## src/rtl/jellyvl_synctimer_core_ch.sv

```systemverilog
// Multi-channel synchronised timer core: fractional-rate time counter with +/-1 phase nudges,
// per-channel compare triggers (one-shot or periodic) and rising-edge timestamp captures.
module jellyvl_synctimer_core_ch #(
  parameter int unsigned TIMER_WIDTH = 64,
  parameter int unsigned NUMERATOR   = 10,
  parameter int unsigned DENOMINATOR = 3,
  parameter int unsigned CHANNELS    = 4
) (
  input  logic                            reset,
  input  logic                            clk,
  input  logic [TIMER_WIDTH-1:0]          set_time,
  input  logic                            set_valid,
  input  logic                            adjust_sign,
  input  logic                            adjust_valid,
  output logic                            adjust_ready,
  output logic [TIMER_WIDTH-1:0]          current_time,
  input  logic [CHANNELS*TIMER_WIDTH-1:0] trig_time,
  input  logic [CHANNELS*TIMER_WIDTH-1:0] trig_period,
  input  logic [CHANNELS-1:0]             trig_valid,
  input  logic [CHANNELS-1:0]             trig_cancel,
  output logic [CHANNELS-1:0]             trig_armed,
  output logic [CHANNELS-1:0]             trig_pulse,
  input  logic [CHANNELS-1:0]             cap_in,
  output logic [CHANNELS*TIMER_WIDTH-1:0] cap_time,
  output logic [CHANNELS-1:0]             cap_valid
);

  localparam int unsigned AccW = $clog2(DENOMINATOR) + 1;
  localparam logic [AccW-1:0] FracAcc = AccW'(NUMERATOR % DENOMINATOR);
  localparam logic [AccW-1:0] DenAcc = AccW'(DENOMINATOR);
  localparam logic [TIMER_WIDTH-1:0] IntStep = TIMER_WIDTH'(NUMERATOR / DENOMINATOR);
  localparam logic [TIMER_WIDTH-1:0] One = TIMER_WIDTH'(1);
  localparam logic signed [TIMER_WIDTH-1:0] Zero = '0;

  if (NUMERATOR < DENOMINATOR || DENOMINATOR < 1) begin : g_bad_ratio
    $error("jellyvl_synctimer_core_ch: NUMERATOR must be >= DENOMINATOR >= 1");
  end

  logic [TIMER_WIDTH-1:0] time_q, time_d;
  logic [AccW-1:0]        acc_q, acc_d, acc_sum;
  logic                   carry;
  logic                   pend_q, pend_d;
  logic                   sign_q, sign_d;

  logic [CHANNELS-1:0][TIMER_WIDTH-1:0] target_q, target_d;
  logic [CHANNELS-1:0][TIMER_WIDTH-1:0] period_q, period_d;
  logic [CHANNELS-1:0][TIMER_WIDTH-1:0] cap_time_q, cap_time_d;
  logic [CHANNELS-1:0] armed_q, armed_d;
  logic [CHANNELS-1:0] pulse_q, pulse_d;
  logic [CHANNELS-1:0] prev_q;
  logic [CHANNELS-1:0] cap_valid_q, cap_valid_d;
  logic [CHANNELS-1:0] fire;

  always_comb begin
    acc_sum = acc_q + FracAcc;
    carry   = (acc_sum >= DenAcc);
    acc_d   = carry ? acc_sum - DenAcc : acc_sum;
    time_d  = time_q + IntStep + TIMER_WIDTH'(carry);
    pend_d  = pend_q;
    sign_d  = sign_q;
    if (pend_q) begin
      time_d = sign_q ? time_d - One : time_d + One;
      pend_d = 1'b0;
    end else if (adjust_valid) begin
      pend_d = 1'b1;
      sign_d = adjust_sign;
    end
    // A load discards both a latched adjust and one handshaking this cycle.
    if (set_valid) begin
      time_d = set_time;
      acc_d  = '0;
      pend_d = 1'b0;
    end
  end

  always_comb begin
    target_d    = target_q;
    period_d    = period_q;
    armed_d     = armed_q;
    pulse_d     = '0;
    cap_time_d  = cap_time_q;
    cap_valid_d = '0;
    fire        = '0;
    for (int i = 0; i < CHANNELS; i++) begin
      // Signed difference keeps the compare correct across counter wrap.
      fire[i] = armed_q[i] & ($signed(time_q - target_q[i]) >= Zero);
      if (trig_cancel[i]) begin
        armed_d[i] = 1'b0;
      end else if (trig_valid[i]) begin
        target_d[i] = trig_time[i*TIMER_WIDTH +: TIMER_WIDTH];
        period_d[i] = trig_period[i*TIMER_WIDTH +: TIMER_WIDTH];
        armed_d[i]  = 1'b1;
      end else if (fire[i]) begin
        pulse_d[i] = 1'b1;
        if (period_q[i] == '0) begin
          armed_d[i] = 1'b0;
        end else begin
          target_d[i] = target_q[i] + period_q[i];
        end
      end
      cap_valid_d[i] = cap_in[i] & ~prev_q[i];
      if (cap_valid_d[i]) begin
        cap_time_d[i] = time_q;
      end
    end
  end

  always_ff @(posedge clk or posedge reset) begin
    if (reset) begin
      time_q      <= '0;
      acc_q       <= '0;
      pend_q      <= 1'b0;
      sign_q      <= 1'b0;
      target_q    <= '0;
      period_q    <= '0;
      armed_q     <= '0;
      pulse_q     <= '0;
      cap_time_q  <= '0;
      cap_valid_q <= '0;
      prev_q      <= '1;
    end else begin
      time_q      <= time_d;
      acc_q       <= acc_d;
      pend_q      <= pend_d;
      sign_q      <= sign_d;
      target_q    <= target_d;
      period_q    <= period_d;
      armed_q     <= armed_d;
      pulse_q     <= pulse_d;
      cap_time_q  <= cap_time_d;
      cap_valid_q <= cap_valid_d;
      prev_q      <= cap_in;
    end
  end

  assign adjust_ready = ~pend_q;
  assign current_time = time_q;
  assign trig_armed   = armed_q;
  assign trig_pulse   = pulse_q;
  assign cap_time     = cap_time_q;
  assign cap_valid    = cap_valid_q;

endmodule

```

## config.mk

```make
export PLATFORM = sky130hd
export DESIGN_NAME = jellyvl_synctimer_core_ch
export DESIGN_NICKNAME = d
export VERILOG_FILES = /design/src/rtl/jellyvl_synctimer_core_ch.sv
export SDC_FILE = /design/constraint.sdc
export NUM_CORES = 2
export LEC_CHECK = 0
export BUFFER_PORTS_ARGS = -buffer_cell sky130_fd_sc_hd__buf_2
export CAP_MARGIN = 20
export CORE_AREA = 2 2 358 360
export CTS_CLUSTER_DIAMETER = 200
export DETAILED_ROUTE_END_ITERATION = 10
export DIE_AREA = 0 0 360 362
export GPL_TIMING_DRIVEN = 0
export PLACE_DENSITY_LB_ADDON = 0.25
export SLEW_MARGIN = 20
export SYNTH_ARGS = -nofsm -noshare
export SYNTH_HDL_FRONTEND = slang
export SYNTH_SLANG_ARGS = --single-unit
```

## constraint.sdc

```tcl
create_clock -name clk -period 72.4 [get_ports clk]
set_input_delay 7.24 -clock clk [delete_from_list [all_inputs] [get_ports clk]]
set_output_delay 7.24 -clock clk [all_outputs]
set_load 0.01 [all_outputs]
```

==> impl_metrics.json <==
{
  "status": "finished clean",
  "rsz0062_at_grt": "false",
  "layout.nets": 8686,
  "initialDrtViolationCount": 5908,
  "clockBufferDepth": 3,
  "finalSetupViolations": 0,
  "synth_top_cell_by_area": "dfrtp_1",
  "maxCapViolations": 0,
  "dieHeight_um": 362,
  "fp-row-count": 131,
  "seqCellArea_sq_um": 21400,
  "synth_area_leaders": "dfrtp_1 (36%), ha_1 (12%), mux2_2 (7.9%), a21oi_1 (5.6%), nand2_1 (3.9%)",
  "h-tree-depth": 3,
  "synth_nets": 7646,
  "yosysWarnings": 0,
  "place_area_sq_um": 66000,
  "drv_slew": 0,
  "fin_crit_ns": 10.20,
  "synthesis.instances": 6477,
  "dieArea_sq_um": 130000,
  "post_cts_resized": 0,
  "gp_congestion": 1.01,
  "core_area_sq_um": 127000,
  "fp.dieW_um": 360,
  "tritoncts": "yes",
  "hp-class": "reg -> reg",
  "place_hpwl_um": 198000,
  "io_pins": 926,
  "post_cts_buffers": 0,
  "antenna_left": 0,
  "holdBufCountCts": 0,
  "track_usage": 0.383,
  "drcViolationCount": 0,
  "synth_ff_type": "dfrtp_1",
  "grt_pass1_wl_um": 366000,
  "path_max_fanout": 10,
  "first_global_vias": 53900,
  "cp.arrival_ns": 10.82,
  "ys_seq_elements": 853,
  "fin_skew_ns": 0.0227,
  "relSlewSlack": 0.135,
  "ir_worst_vdd_uv": 24.3,
  "synthDistinctLibCells": 93,
  "initial_core_util": 0.464,
  "cp.required_ns": 73.02,
  "hold_violations": 0,
  "synth_common_cells": "dfrtp_1 (849), a21oi_1 (659), nand2_1 (609)",
  "cp-start-kind": "input port",
  "cts_sinks": 853,
  "critical_path_class": "in -> reg",
  "syn_area_sq_um": 58900,
  "synth_most_common_cell": "dfrtp_1",
  "multi_input_area_sq_um": 34900,
  "numPortBuffers": 921,
  "cts_buffers": 100,
  "grt-ovfl-total": 0,
  "syn_to_final_growth_pct": 18.4,
  "p_leak_nw": 33.2,
  "fin_tns_setup_ns": 0,
  "fill_cells": 11900,
  "seq_area_frac_synth": 0.363,
  "clk_pin_slew_ns": 0.06,
  "fin_area_sq_um": 69700,
  "vias": 56500,
  "drive_gt1_frac": 0.214,
  "avgSynthCellArea_sq_um": 9.09,
  "tightest_slew_ns": 1.30,
  "synth_edf_count": 0,
  "critPathCaptureType": "flop",
  "clkLatencyLatePin_ns": 0.74,
  "post_drt_wl_per_cell_um": 27.6,
  "fin_crit_sh": 0.141,
  "fmax_mhz": 98.0,
  "synthArstFlopShare": 1.00,
  "routed_wl_um": 257000,
  "antenna_found_initial": 77,
  "first_pass_iters": 6,
  "powerDensity_nw_per_um2": 42.0,
  "viasPerCell": 6.07,
  "grt_max_degree": 104,
  "final_core_util": 0.550,
  "yosys.area.top_type_share": 0.361,
  "cts_root_buf": "clkbuf_16"
}
-- cell type report --
type / count / share of cell area
Antenna cell: 49 / 0.00176
Buffer: 287 / 0.0159
Clock buffer: 128 / 0.0406
Clock inverter: 60 / 0.0106
Inverter: 389 / 0.0211
Multi-Input combinational cell: 4948 / 0.501
Sequential cell: 853 / 0.307
Tap cell: 1662 / 0.0298
Timing Repair Buffer: 938 / 0.0719
-- flip-flops by register name, summed over array words and instances (netlist names) --
name / cells
acc_q: 3
cap_time: 256
cap_valid: 4
current_time: 64
pend_q: 1
period_q: 256
prev_q: 4
sign_q: 1
target_q: 256
trig_armed: 4
trig_pulse: 4
-- worst paths after layout --
| check | startpoint | to | slack, ns | depth (start not counted) |
|---|---|---|---|---|
| worst max-delay path | trig_valid[2] | period_q[144]$_DFFE_PP0P_ | 62.20 | 6 |
| worst min-delay path | cap_time[155]$_DFFE_PP0P_ | cap_time[155]$_DFFE_PP0P_ | 0.47 | 2 |
| worst max register to register | current_time[1]$_DFF_PP0_ | current_time[63]$_DFF_PP0_ | 64.62 | 22 |
| worst min register to register | cap_time[155]$_DFFE_PP0P_ | cap_time[155]$_DFFE_PP0P_ | 0.47 | 2 |
| max in group asynchronous | reset | prev_q[3]$_DFF_PP1_ | 63.60 | 6 |
| min in group asynchronous | reset | cap_time[26]$_DFFE_PP0P_ | 6.52 | 2 |
-- where the power goes --
group / switching, W / total (W) / internal (W)
logic: 0.000920 / 0.00158 / 0.000656
clock network: 0.000234 / 0.000557 / 0.000323
registers: 0.000180 / 0.000792 / 0.000613
-- worst max-delay path: stages --
cell	delay, ns
clkbuf_1	0.42
clkinv_1	0.56
nor2_1	0.48
clkbuf_1	0.82
clkbuf_1	0.85
mux2_2	0.42
-- per-layer routing --
metal  vias to the layer above  part of all wire  track usage
li1                      25500                 -            -
met1                     27400              0.40        0.505
met2                      2985              0.43        0.576
met3                       616              0.10       0.0873
met4                        44             0.064        0.224
met5                         -            0.0011            0
-- cells by family after synthesis --
family,share of synthesized area
AOI/OAI and AO/OA,0.202
xor gates and xnor gates,0.0519
adders and majority gates,0.123
buffers and inverters,0.0435
DFF,0.363
muxes,0.0833
and+or+nand+nor,0.133
-- stage by stage --
stage | std cells | hold WS [ns] | setup WS [ns] | total power (W)
finish | 9314 | 0.475 | 62.20 | 0.00293
global route | 9282 | 0.497 | 62.24 | 0.00312
CTS | 9264 | 0.478 | 62.41 | 0.00289
detailed placement | 9076 | 0.464 | 61.62 | 0.00233
global placement | 9060 | 0.457 | 30.83 | 0.00230
floorplan | 6477 | 0.472 | 41.20 | 0.00186
-- cells in the final DEF (no fill, tap or decap), types with 30 or more instances in the layout --
cell,synthesis,layout
a21oi_1,659,659
mux2_2,414,414
ha_1,571,571
nand2b_1,57,57
xnor2_1,209,209
xor2_1,140,140
dfrtp_1,849,818
buf_2,13,935
clkbuf_1,250,254
a31oi_1,68,68
o21a_1,47,47
dfrtp_2,0,30
a211oi_1,147,147
nor2b_1,65,65
and3_1,43,43
clkbuf_16,0,104
nor4_1,80,80
o21ai_1,64,64
o21ai_0,292,292
nor2_1,471,471
o21bai_1,65,65
a21o_1,292,292
inv_1,386,385
nor3_1,52,52
nand4_1,126,126
diode_2,0,49
nand2_1,609,609
nand3_1,100,100
(Power assumes the default switching activity.)
